--- src/rtl/lc3b_types.sv ---
// Shared type definitions for the execute-stage algebra unit.
package lc3b_types;

    // Operation select as presented on the op input.
    typedef enum logic [1:0] {
        ALG_MULU = 2'b00,
        ALG_MULS = 2'b01,
        ALG_DIVU = 2'b10,
        ALG_DIVS = 2'b11
    } lc3b_alg_op;

    // Sequencer states of the iterative engine.
    typedef enum logic [1:0] {
        ALG_IDLE = 2'b00,
        ALG_CALC = 2'b01,
        ALG_FIX  = 2'b10,
        ALG_DONE = 2'b11
    } lc3b_alg_state;

endpackage

--- src/rtl/alg_iter_step.sv ---
// One iteration of the shared multiply/divide datapath.
// MUL: shift-add on {product_hi, multiplier} with the multiplicand in operand_i.
// DIV: restoring step on {remainder, dividend/quotient} with the divisor in operand_i.
module alg_iter_step #(
    parameter int WIDTH = 16
) (
    input  logic [2*WIDTH-1:0] acc_i,
    input  logic [WIDTH-1:0]   operand_i,
    input  logic               is_div_i,
    output logic [2*WIDTH-1:0] acc_o,
    output logic               q_bit_o
);

    logic [WIDTH:0] sum;
    logic [WIDTH:0] rem_sh;
    logic [WIDTH:0] diff;

    // Compute both step flavours and select by operation class.
    always_comb begin
        // Add the multiplicand when the current multiplier bit is set; carry lands in bit WIDTH.
        sum     = {1'b0, acc_i[2*WIDTH-1:WIDTH]} + (acc_i[0] ? {1'b0, operand_i} : '0);
        // Remainder shifted left with the next dividend bit brought in from below.
        rem_sh  = acc_i[2*WIDTH-1:WIDTH-1];
        // Since remainder < divisor, the top bit of this WIDTH+1 bit difference is the borrow.
        diff    = rem_sh - {1'b0, operand_i};
        q_bit_o = ~diff[WIDTH];
        if (is_div_i) begin
            acc_o = {(q_bit_o ? diff[WIDTH-1:0] : rem_sh[WIDTH-1:0]), acc_i[WIDTH-2:0], q_bit_o};
        end else begin
            acc_o = {sum, acc_i[WIDTH-1:1]};
        end
    end

endmodule

--- src/rtl/alg_unit_seq.sv ---
// Iterative one-bit-per-cycle multiply/divide engine for the execute stage.
// Handshake: start is sampled only while idle (busy low) and only when flush is low;
// done pulses for one cycle and hi_bits/lo_bits/div_by_zero are valid from that cycle
// and hold until the next completed operation. flush aborts CALC/FIX without a done.
module alg_unit_seq #(
    parameter int WIDTH = 16,
    parameter int CNTW  = $clog2(WIDTH + 1)
) (
    input  logic             clk,
    input  logic             reset,
    input  logic             start,
    input  logic             flush,
    input  logic [1:0]       op,
    input  logic [WIDTH-1:0] opA,
    input  logic [WIDTH-1:0] opB,
    output logic             busy,
    output logic             done,
    output logic             div_by_zero,
    output logic [WIDTH-1:0] hi_bits,
    output logic [WIDTH-1:0] lo_bits
);

    import lc3b_types::*;

    lc3b_alg_state      state_q;
    lc3b_alg_op         op_q;
    logic [CNTW-1:0]    cnt_q;
    logic               sign_q;
    logic               sign_r;
    logic               dbz_q;
    logic [WIDTH-1:0]   opnd_q;
    logic [2*WIDTH-1:0] acc_q;
    logic               busy_q;
    logic               done_q;
    logic               div_by_zero_q;
    logic [WIDTH-1:0]   hi_q;
    logic [WIDTH-1:0]   lo_q;

    lc3b_alg_op         op_in;
    logic               in_div;
    logic               in_signed;
    logic [WIDTH-1:0]   mag_a;
    logic [WIDTH-1:0]   mag_b;
    logic               is_div;
    logic [2*WIDTH-1:0] acc_next;
    logic               q_bit;
    logic [2*WIDTH-1:0] prod;
    logic [WIDTH-1:0]   quo;
    logic [WIDTH-1:0]   rem;
    logic [WIDTH-1:0]   fix_hi;
    logic [WIDTH-1:0]   fix_lo;

    assign is_div = (op_q == ALG_DIVU) || (op_q == ALG_DIVS);

    alg_iter_step #(.WIDTH(WIDTH)) u_step (
        .acc_i     (acc_q),
        .operand_i (opnd_q),
        .is_div_i  (is_div),
        .acc_o     (acc_next),
        .q_bit_o   (q_bit)
    );

    // Decode the incoming request and form operand magnitudes for signed modes.
    always_comb begin
        op_in     = lc3b_alg_op'(op);
        in_div    = (op_in == ALG_DIVU) || (op_in == ALG_DIVS);
        in_signed = (op_in == ALG_MULS) || (op_in == ALG_DIVS);
        mag_a     = (in_signed && opA[WIDTH-1]) ? -opA : opA;
        mag_b     = (in_signed && opB[WIDTH-1]) ? -opB : opB;
    end

    // Sign correction applied when leaving FIX; divide-by-zero bypasses it entirely.
    always_comb begin
        prod = acc_q;
        quo  = acc_q[WIDTH-1:0];
        rem  = acc_q[2*WIDTH-1:WIDTH];
        if (op_q == ALG_MULS && sign_q) prod = -acc_q;
        if (op_q == ALG_DIVS && sign_q) quo  = -acc_q[WIDTH-1:0];
        if (op_q == ALG_DIVS && sign_r) rem  = -acc_q[2*WIDTH-1:WIDTH];
        if (dbz_q) begin
            fix_hi = acc_q[WIDTH-1:0];
            fix_lo = '1;
        end else if (is_div) begin
            fix_hi = rem;
            fix_lo = quo;
        end else begin
            fix_hi = prod[2*WIDTH-1:WIDTH];
            fix_lo = prod[WIDTH-1:0];
        end
    end

    // Sequencer with registered busy/done/result outputs.
    always_ff @(posedge clk or posedge reset) begin
        if (reset) begin
            state_q       <= ALG_IDLE;
            op_q          <= ALG_MULU;
            cnt_q         <= '0;
            sign_q        <= 1'b0;
            sign_r        <= 1'b0;
            dbz_q         <= 1'b0;
            opnd_q        <= '0;
            acc_q         <= '0;
            busy_q        <= 1'b0;
            done_q        <= 1'b0;
            div_by_zero_q <= 1'b0;
            hi_q          <= '0;
            lo_q          <= '0;
        end else begin
            done_q <= 1'b0;
            case (state_q)
                ALG_IDLE: begin
                    if (start && !flush) begin
                        op_q          <= op_in;
                        sign_q        <= in_signed & (opA[WIDTH-1] ^ opB[WIDTH-1]);
                        sign_r        <= in_signed & opA[WIDTH-1];
                        div_by_zero_q <= 1'b0;
                        busy_q        <= 1'b1;
                        if (in_div && opB == '0) begin
                            // Divide by zero: keep the raw dividend and skip iterating.
                            dbz_q   <= 1'b1;
                            acc_q   <= {{WIDTH{1'b0}}, opA};
                            state_q <= ALG_FIX;
                        end else begin
                            dbz_q   <= 1'b0;
                            opnd_q  <= in_div ? mag_b : mag_a;
                            acc_q   <= {{WIDTH{1'b0}}, (in_div ? mag_a : mag_b)};
                            cnt_q   <= CNTW'(WIDTH);
                            state_q <= ALG_CALC;
                        end
                    end
                end
                ALG_CALC: begin
                    if (flush) begin
                        state_q <= ALG_IDLE;
                        busy_q  <= 1'b0;
                    end else begin
                        acc_q <= acc_next;
                        cnt_q <= cnt_q - 1'b1;
                        if (cnt_q == CNTW'(1)) state_q <= ALG_FIX;
                    end
                end
                ALG_FIX: begin
                    if (flush) begin
                        state_q <= ALG_IDLE;
                        busy_q  <= 1'b0;
                    end else begin
                        hi_q          <= fix_hi;
                        lo_q          <= fix_lo;
                        div_by_zero_q <= dbz_q;
                        done_q        <= 1'b1;
                        state_q       <= ALG_DONE;
                    end
                end
                default: begin
                    // DONE: results already committed, a late flush changes nothing.
                    state_q <= ALG_IDLE;
                    busy_q  <= 1'b0;
                end
            endcase
        end
    end

    assign busy        = busy_q;
    assign done        = done_q;
    assign div_by_zero = div_by_zero_q;
    assign hi_bits     = hi_q;
    assign lo_bits     = lo_q;

endmodule

--- config.mk ---
export PLATFORM = sky130hd
export DESIGN_NAME = alg_unit_seq
export DESIGN_NICKNAME = d
export VERILOG_FILES = /design/src/rtl/lc3b_types.sv /design/src/rtl/alg_iter_step.sv /design/src/rtl/alg_unit_seq.sv
export SDC_FILE = /design/constraint.sdc
export NUM_CORES = 1
export LEC_CHECK = 0
export CORE_MARGIN = 2
export CORE_UTILIZATION = 41
export CTS_CLUSTER_DIAMETER = 100
export DETAILED_ROUTE_END_ITERATION = 7
export SLEW_MARGIN = 20
export SYNTH_ARGS = -nofsm -noshare
export SYNTH_HDL_FRONTEND = slang
export SYNTH_SLANG_ARGS = --single-unit
--- constraint.sdc ---
create_clock -name clk -period 2.8 [get_ports clk]
set_input_delay 0.28 -clock clk [delete_from_list [all_inputs] [get_ports clk]]
set_output_delay 0.28 -clock clk [all_outputs]
set_load 0.01 [all_outputs]
==> impl_metrics.tcl, run 1 <==
set metrics [dict create \
    post_route_cells_drive_above_1_share 0.141 \
    p_leak_nw 4.26 \
    net_total_in_the_final_layout 1180 \
    grt_pass1_wl_mm 38.1 \
    core_region_area_um2 18700 \
    antenna_cells_inserted 0 \
    worst-setup-path-type "reg -> reg" \
    timing.final.setup_violations 0 \
    final_max_tran_viols 0 \
    pin_count 73 \
    gp_congestion 0.930 \
    placed_cells 1310 \
    edff_count_synth 0 \
    grt_pass1_vias 7084 \
    gr-usage-all-layers 0.241 \
    arrival_ps 3060 \
    holdCritPathClass "in -> async" \
    postRouteWirelength_mm 23.8 \
    tightestPinTransition_ps 965 \
    grt_start_max_net_pins 46 \
    root_buffer "sky130_fd_sc_hd__clkbuf_16" \
    run_status "complete, but fails checks" \
    timing.final.crit_share 0.999 \
    cts_num_sinks 95 \
    numPortBuffers 72 \
    power_report.internal_total_mw 6.32 \
    route.detailed.drc 3 \
    antenna_found_initial 0 \
    fin_crit_ps 2800 \
    detail_route.wl_per_cell_um 17.8 \
    synth_fp_nets 1058 \
    mappedNetlistArea_um2 7790 \
    worst-r2r-cell-count 13 \
    most_frequent_standard_cell_in_the_layout_excluding_fill_and_tap_cells "sky130_fd_sc_hd__nand2_1" \
    number_of_distinct_library_cell_variants_in_the_gate_level_netlist_after_synthesis 66 \
    ys_ff_latch 95 \
    clock_skew_ps 13.6 \
    synthToLayoutAreaGrowth_pct 25.6 \
    reg2reg_setup_slack_ps 2 \
    skew_pair_late_insertion_delay_ps 360 \
    worst_ep_required_time_ps 3060 \
    die_width_um 142 \
    instances_no_fill 1337 \
    crit-reg2reg-launch "opnd_q[0]" \
    maxCapViolations 0 \
    number_of_buffers_on_the_longest_clock_path 2 \
    power_switching_share 0.451 \
    clkTransAtPathRegs_ps 80 \
    globalRoute.totalOverflow 0 \
    fillerInstances 1778 \
    drt_iter0_markers 522 \
    power_density_nw_per_um2 1180 \
    finalHoldViolations 0 \
    effective_utilization_at_floorplan 0.417 \
    layout.cells.most_common_list "sky130_fd_sc_hd__nand2_1 (103), sky130_fd_sc_hd__nor2_1 (100), sky130_fd_sc_hd__dfrtp_1 (95)" \
    detail-route-antenna-nets 0 \
    p_seq_frac 0.218 \
    chipHeight_um 142 \
    max-slew-margin-rel 0.355 \
    yosysWarnings 0 \
    switching_power_mw 5.19 \
    fin_util 0.523 \
    place_hpwl_mm 18.6 \
    critPathMaxFanout 6 \
    yosys_most_used_dff "sky130_fd_sc_hd__dfrtp_1" \
    fmax_mhz 357 \
    dieArea_um2 20100 \
    regToRegEndpoint "acc_q[0]" \
    seq_area_frac_synth 0.305 \
    cts_max_level 3 \
    postSynthCellCount 976 \
    postSynthAreaPerCell_um2 7.98 \
    end_kind "flip-flop" \
    peakVddDrop_mv 0.484 \
    grt_setup_unrepaired "true" \
    cts_made_buffers 9 \
    combinationalPowerShare 0.674 \
    worstSetupStartpointType "flip-flop" \
    failed_checks "design-rule violations" \
    drt_pre_antenna_iters 8 \
    detail_route.vias_per_cell 5.59 \
    core.rowCount 50 \
    final_total_negative_setup_slack_ps 0 \
    route.vias.total 7472 \
    clock_power_share 0.108 \
    cts_tree "done" \
    postSynth.asyncResetShare 1.00 \
]
[timing repair]
action / in CTS / in global routing
setup endpoints to repair: 11 / 26
gates resized for setup: 11 / 25
setup buffers: 6 / 5
cloned: 1 / 0
hold buffers: 0 / 0
pin swaps: 6 / 18
[flip-flops by register name (all words and copies together) (netlist names), 2 cells and up]
name,flops
acc_q,32
cnt_q,5
hi_bits,16
lo_bits,16
op_q,2
opnd_q,16
state_q,2
[layout make-up]
cell class / instances / area [um2] / share of cell area
clock buffer: 10 / 239 / 0.0244
clock inverter: 6 / 61.3 / 0.00627
inverter: 38 / 145 / 0.0148
multi-input combinational: 788 / 5150 / 0.527
sequential: 95 / 2380 / 0.243
tap: 234 / 293 / 0.0299
timing repair buffer: 166 / 1520 / 0.155
[synth_stat cells, types with 4 or more instances]
library cell               number  share of area
sky130_fd_sc_hd__a21o_1         4         0.0039
sky130_fd_sc_hd__a21oi_1       86          0.055
sky130_fd_sc_hd__a22oi_1       15          0.014
sky130_fd_sc_hd__a31oi_1       11         0.0088
sky130_fd_sc_hd__and2_1         6         0.0048
sky130_fd_sc_hd__and3_1        14          0.011
sky130_fd_sc_hd__buf_1          4         0.0019
sky130_fd_sc_hd__clkbuf_1      45          0.022
sky130_fd_sc_hd__dfrtp_1       95           0.31
sky130_fd_sc_hd__ha_1          42          0.067
sky130_fd_sc_hd__inv_1         37          0.018
sky130_fd_sc_hd__mux2_2         9          0.013
sky130_fd_sc_hd__mux2i_1       37          0.048
sky130_fd_sc_hd__nand2_1      103          0.050
sky130_fd_sc_hd__nand2b_1      13          0.010
sky130_fd_sc_hd__nand3_1       17          0.011
sky130_fd_sc_hd__nor2_1       101          0.049
sky130_fd_sc_hd__nor2b_1       12         0.0096
sky130_fd_sc_hd__nor3_1        22          0.014
sky130_fd_sc_hd__nor3b_1        4         0.0039
sky130_fd_sc_hd__nor4_1         5         0.0040
sky130_fd_sc_hd__o211ai_1       5         0.0048
sky130_fd_sc_hd__o21a_1        10         0.0096
sky130_fd_sc_hd__o21ai_0       83          0.053
sky130_fd_sc_hd__o21ai_1       26          0.017
sky130_fd_sc_hd__o221ai_1       5         0.0056
sky130_fd_sc_hd__o22a_1         5         0.0056
sky130_fd_sc_hd__o31ai_1       10         0.0096
sky130_fd_sc_hd__or2_2          4         0.0032
sky130_fd_sc_hd__or3_1          6         0.0048
sky130_fd_sc_hd__or4_1          6         0.0058
sky130_fd_sc_hd__xnor2_1       48          0.054
sky130_fd_sc_hd__xor2_1        33          0.037
[cell families after synthesis]
logic type	count (synthesis)	synth area share
compound gates	287	0.223
mux	46	0.0605
fa+ha+maj	44	0.0726
buf+inv	93	0.0477
flops	95	0.305
xor+xnor	81	0.0911
simple gates	330	0.200
[layer usage]
metal | up-vias | wire [um] | GRT usage
met5 | - | 0 | 0
met4 | 0 | 572 | 0.0816
met3 | 32 | 920 | 0.0216
met2 | 198 | 10800 | 0.380
met1 | 3530 | 11500 | 0.349
li1 | 3712 | - | -
[stage by stage]
stage	area (um2)	power [mW]	hold WS, ps	worst slack (ps)
CTS	9690	11.4	347	0.497
global placement	9280	9.72	458	-63.6
floorplan	7800	7.27	416	-63.4
global route	9780	12.4	400	-198
detailed placement	9280	9.78	462	-114
finish	9780	11.5	331	2.13
[power by group through the flow]
| stage | logic, mW | clock network [mW] | registers [mW] |
|---|---|---|---|
| floorplan | 4.75 | 0 | 2.52 |
| global placement | 7.22 | 0 | 2.50 |
| detailed placement | 7.26 | 0 | 2.52 |
| CTS | 7.66 | 1.27 | 2.50 |
| global route | 8.51 | 1.33 | 2.59 |
| finish | 7.76 | 1.24 | 2.51 |
[worst max-delay path, cell delays in order (launching register included)]
cell and delay [ps]:
sky130_fd_sc_hd__dfrtp_1 420, sky130_fd_sc_hd__ha_4 180, sky130_fd_sc_hd__fa_2 380, sky130_fd_sc_hd__nor2b_2 140
sky130_fd_sc_hd__o31a_1 160, sky130_fd_sc_hd__o211ai_1 90, sky130_fd_sc_hd__buf_4 180, sky130_fd_sc_hd__a21oi_4 150
sky130_fd_sc_hd__nor2b_2 60, sky130_fd_sc_hd__o311ai_4 340, sky130_fd_sc_hd__buf_12 180, sky130_fd_sc_hd__buf_6 100
sky130_fd_sc_hd__mux2i_1 70, sky130_fd_sc_hd__a221oi_1 260
[worst max path at each step]
stage	cells after the start	from	slack [ps]	end
after floorplan	12	acc_q[15]	-60	acc_q[18]
after global placement	9	acc_q[0]	-60	hi_bits[5]
after detailed placement	12	opnd_q[0]	-110	acc_q[20]
after CTS	9	acc_q[0]	0.5	hi_bits[5]
after global routing	13	opnd_q[0]	-200	acc_q[0]
final	13	opnd_q[0]	2	acc_q[0]
No activity file was read; power rests on OpenSTA's default activity.
==> run 2, diff against run 1 <==
Settings changed: CORE_MARGIN 2 to 10.
==> run 2 against run 1 <==
The run ends with negative setup slack left. Via count fell by 0.39%. Sequential share of layout area is 0.27 points lower. Clock power is essentially flat. Die area grew 24%. Wire length up 1.4%. Flip-flop and latch count is the same. Global-route usage is 4.7 points lower. Clock-buffer cell count shrank 1. Register-to-register slack worse by 40 ps. Sequential power hardly changed. Critical endpoint is now acc_q[19]. Highest routed layer unchanged.
==> impl_metrics.tcl, run 2 (synthesis results as in run 1) <==
set metrics [dict create \
    layout.cells.most_common_list "sky130_fd_sc_hd__nand2_1 (103), sky130_fd_sc_hd__nor2_1 (99), sky130_fd_sc_hd__buf_4 (97)" \
    number_of_buffers_on_the_longest_clock_path 2 \
    clock_power_share 0.105 \
    maxCapViolations 0 \
    gr-usage-all-layers 0.194 \
    grt_start_max_net_pins 47 \
    final_max_tran_viols 0 \
    grt_setup_unrepaired "true" \
    synthToLayoutAreaGrowth_pct 27.0 \
    p_leak_nw 4.31 \
    timing.final.crit_share 1.01 \
    placed_area_um2 9350 \
    largest_reg_flops 32 \
    end_kind "flip-flop" \
    instances_no_fill 1347 \
    gp_congestion 0.947 \
    timing.final.setup_violations 11 \
    switching_power_mw 5.25 \
    net_total_in_the_final_layout 1190 \
    placed_cells 1323 \
    grt_pass1_vias 7075 \
    cts_made_buffers 9 \
    cts_tree "done" \
    grt_util_met3 0.0347 \
    power_density_nw_per_um2 1180 \
    postRouteWirelength_mm 24.1 \
    most_frequent_standard_cell_in_the_layout_excluding_fill_and_tap_cells "sky130_fd_sc_hd__nand2_1" \
    peakVddDrop_mv 0.527 \
    root_buffer "sky130_fd_sc_hd__clkbuf_16" \
    post_route_cells_drive_above_1_share 0.154 \
    clock_skew_ps 6.41 \
    clkTransAtPathRegs_ps 80 \
    worst_ep_required_time_ps 3010 \
    place_hpwl_mm 19.1 \
    grt_pass1_wl_mm 38.3 \
    antenna_found_initial 0 \
    globalRoute.totalOverflow 0 \
    setup_ws_pre_cts_ps -154 \
    numPortBuffers 72 \
    failed_checks "negative setup slack" \
    core.rowCount 50 \
    dieArea_um2 24900 \
    route.detailed.drc 0 \
    postLayoutCellArea_um2 9900 \
    finalHoldViolations 0 \
    fin_crit_ps 2840 \
    skew_pair_late_insertion_delay_ps 350 \
    combinationalPowerShare 0.681 \
    effective_utilization_at_floorplan 0.417 \
    worst-setup-path-type "reg -> reg" \
    pin_count 73 \
    globalRouteMet1Util 0.271 \
    arrival_ps 3050 \
    final_total_negative_setup_slack_ps -291 \
    grt_util_met2 0.301 \
    die_width_um 158 \
    drt_pre_antenna_iters 5 \
    worstSetupStartpointType "flip-flop" \
    max-slew-margin-rel 0.358 \
    busiest_layer "met2" \
    final_critical_path_setup_slack_ps -35.9 \
    route.vias.total 7443 \
    fillerInstances 1768 \
    power_report.internal_total_mw 6.40 \
    fmax_mhz 353 \
    detail-route-antenna-nets 0 \
    antenna_cells_inserted 0 \
    tightestPinTransition_ps 960 \
    run_status "complete, but fails checks" \
    core_region_area_um2 18700 \
    chipHeight_um 158 \
    holdCritPathClass "in -> async" \
    cts_max_level 3 \
    fin_util 0.529 \
    cts_num_sinks 95 \
    power_switching_share 0.450 \
    detail_route.vias_per_cell 5.53 \
    worst-r2r-cell-count 14 \
    critPathMaxFanout 7 \
    registers.top_by_ff_count "acc_q" \
    p_seq_frac 0.214 \
    detail_route.wl_per_cell_um 17.9 \
    holdBufCountCts 0 \
    drt_iter0_markers 535 \
]
## run 2: cell count changes in the layout (fill, tap and decap cells not counted), sizes merged
cell,delta
clkinv,-1
buf,+10
inv,+2
clkbuf,-1
## run 2: metal layers
metal  vias up  part of all wire  routed length [um]
met1      3480              0.47               11400
met5         -                 0                   0
met4         0             0.023                 561
li1       3723                 -                   -
met2       203              0.45               10900
met3        37             0.051                1240
## run 2: power by group through the flow
stage	registers, mW	clock network, mW	logic (mW)
2_1_floorplan	2.52	0	4.75
3_3_place_gp	2.49	0	7.34
3_5_place_dp	2.50	0	7.38
4_1_cts	2.48	1.25	7.62
5_1_grt	2.58	1.31	8.73
6_report	2.49	1.22	7.93
## run 2: layout make-up
| type | instances | area (um2) | share of cell area |
|---|---|---|---|
| multi-input combinational | 788 | 5220 | 0.527 |
| sequential | 95 | 2380 | 0.240 |
| timing repair buffer | 176 | 1570 | 0.159 |
| tap | 234 | 293 | 0.0296 |
| clock buffer | 9 | 225 | 0.0228 |
| inverter | 38 | 145 | 0.0147 |
| clock inverter | 7 | 62.6 | 0.00632 |
## run 2: worst max-delay path, stage by stage (launching register included)
cell                       delay, ps
sky130_fd_sc_hd__dfrtp_1         390
sky130_fd_sc_hd__buf_4           160
sky130_fd_sc_hd__ha_4            160
sky130_fd_sc_hd__fa_2            340
sky130_fd_sc_hd__nor2b_2         130
sky130_fd_sc_hd__o31a_1          180
sky130_fd_sc_hd__o211ai_1        110
sky130_fd_sc_hd__buf_4           170
sky130_fd_sc_hd__a21oi_4         130
sky130_fd_sc_hd__nor2b_2          70
sky130_fd_sc_hd__o311ai_4        290
sky130_fd_sc_hd__buf_12          190
sky130_fd_sc_hd__buf_12          120
sky130_fd_sc_hd__mux2i_1         180
sky130_fd_sc_hd__o21ai_1          80
## run 2: per-stage QoR
stage          power [mW]  hold WS [ps]
5_1_grt              12.6           399
3_5_place_dp         9.88           456
2_1_floorplan        7.27           416
3_3_place_gp         9.82           457
6_report             11.6           342
4_1_cts              11.4           364
## run 2: final timing paths
check | start | end | slack [ps]
worst min-delay path | reset | done | 340
worst max-delay path | opnd_q[0] | acc_q[19] | -40
min in group clk | lo_bits[0] | lo_bits[0] | 470
max in group asynchronous | reset | acc_q[19] | 1780
worst max register to register | opnd_q[0] | acc_q[19] | -40
worst min register to register | lo_bits[0] | lo_bits[0] | 470
## run 2: what timing repair did
action / CTS / global route
gates resized for setup: 11 / 34
gates cloned: 1 / 0
pin swaps: 5 / 15
endpoints found under the setup margin: 17 / 29
buffers inserted: 1 / 6
==> RTL change: new RTL, flow settings as in run 1 <==
Encoding of `lc3b_alg_state`: now Gray code (2 bits for 4 states).
--- a/src/rtl/lc3b_types.sv
+++ b/src/rtl/lc3b_types.sv
@@ -13,8 +13,8 @@
     typedef enum logic [1:0] {
         ALG_IDLE = 2'b00,
         ALG_CALC = 2'b01,
-        ALG_FIX  = 2'b10,
-        ALG_DONE = 2'b11
+        ALG_FIX  = 2'b11,
+        ALG_DONE = 2'b10
     } lc3b_alg_state;
 
 endpackage
Behaviour: no difference found for any inputs over 10 cycles, from zero or initial values and one cycle with reset high; not proved beyond that.
==> RTL change against run 1 <==
Sequential cell count unchanged. Via count rose by 1.8%. Synthesized area down 1.4%. Setup slack got worse by 34 ps. The flow finishes with violations (setup timing). First-iteration DRC count increased by 16%. Cell area is 0.87% higher. Routed wire length grew 4.4%. Sequential share of layout area shrank 0.21 points. Critical path type unchanged. Hold slack lost 10 ps. Power shrank 25%.
==> RTL change: results (changes against run 1) <==
logic_synthesis:
  synth.distinct_cells: 74  # +12%
  synth-seq-area-share_pct: 30.9  # +0.44 points
  synthTopCellsByArea: "dfrtp_1 31%, ha_1 6.2%, xnor2_1 5.9%"
  syn_area_per_cell_sq_um: 8.08  # +1.2%
  synth_xor_area_share_pct: 8.78  # -0.33 points
  synth_compound_area_share_pct: 23.6  # +1.2 points
  synth.area.mux_share_pct: 4.12  # -1.9 points
  synth_fa_ha_area_share_pct: 6.71  # -0.55 points
  ys_top_cells_by_count: "98 x nor2_1, 95 x dfrtp_1, 92 x nand2_1"
  syn_nets: 1029  # -2.7%
pwr:
  switching_share_pct: 44.1  # -0.94 points
  vdd_drop_max_mv: 0.467  # -3.4%
  power_frac_seq_pct: 23.3  # +1.5 points
  power_density_mw_per_mm2: 880  # -25%
  power.leakage_nw: 4.36  # +2.5%
  comb-power_w: 0.00546  # -30%
run_status:
  failed_checks: "setup timing"
  status: "complete, but fails checks"
clock_network:
  clk_pin_slew_ps: 70
  cts_setup_buffers: 1  # -5
  cts_resized: 10  # -1
place:
  dp_hpwl_microns: 19300  # +3.7%
  dp.cells: 1328  # +1.4%
  place_area_sq_mm: 0.00947  # +2.0%
worst_setup_path:
  critPathMaxFanout: 5  # -1
  reg2regPathDepth: 11  # -2
  critPathArrivalTime_ps: 3030  # -30 ps
  rr_endpoint: "acc_q[30]"
final_layout:
  clk_share_pct: 2.78  # -0.29 points
  layout.nonclk_buf_share_pct: 17.1  # +1.7 points
  inv_count: 43  # +13%
  n_clock_buffer: 11  # +1
  comb.multi_input.count: 762  # -3.3%
  drive_gt1_share_pct: 17.1  # +3.0 points
  fillers: 1756  # -1.2%
  multi_input_area_sq_mm: 0.00507  # -1.6%
  buffers_excl_clock: 197  # +19%
  layout.nets: 1186  # +0.51%
global_routing:
  grt_pass1_wl_microns: 39800  # +4.6%
  gr-usage-all-layers_pct: 25.4  # +1.3 points
  grt_max_degree: 46  # unchanged
  grt_pass1_vias: 7323  # +3.4%
routing:
  drtPass1Iterations: 5  # -3
  via_per_inst: 5.64  # +1.0%
  vias: 7603  # +1.8%
  drt-initial-drc-count: 608  # +16%
  finalWirelength_microns: 24800  # +4.4%
  drc: 0  # -3
timing:
  clock_skew_ps: 7.68  # -5.88 ps
  setup_viol: 3  # +3
  postLayoutSetupSlackWorst_ps: -31.8  # -34.0 ps
  tightest_slew_ps: 921  # -43.5 ps
## RTL change: cell count changes after synthesis, moves of 10 or more
cell / run 1 / this run
o21ai_1: 26 / 15
mux2i_1: 37 / 26
nand3_1: 17 / 27
a21oi_1: 86 / 76
nand2_1: 103 / 92
a211oi_1: 3 / 23
## RTL change: through the flow
| step | setup WS (ps) | hold slack, ps | utilization, % | TNS [ps] |
|---|---|---|---|---|
| final | -31.8 | 321 | 53.3 | -49.4 |
| after global routing | -98.4 | 381 | 53.3 | -967 |
| after CTS | 4.65 | 340 | 52.8 | 0 |
| after detailed placement | -182 | 470 | 51.1 | -2260 |
| after global placement | -63.0 | 452 | 51.1 | -351 |
| after floorplan | -17.8 | 385 | - | -17.8 |
## RTL change: per-layer routing
metal  part of all wire (%)  GRT usage, %  vias to the layer above
li1                       -             -                     3722
met1                     47          36.3                     3594
met2                     45          39.3                      247
met3                    5.0          3.29                       40
met4                    3.4          9.84                        0
met5                      0             0                        -
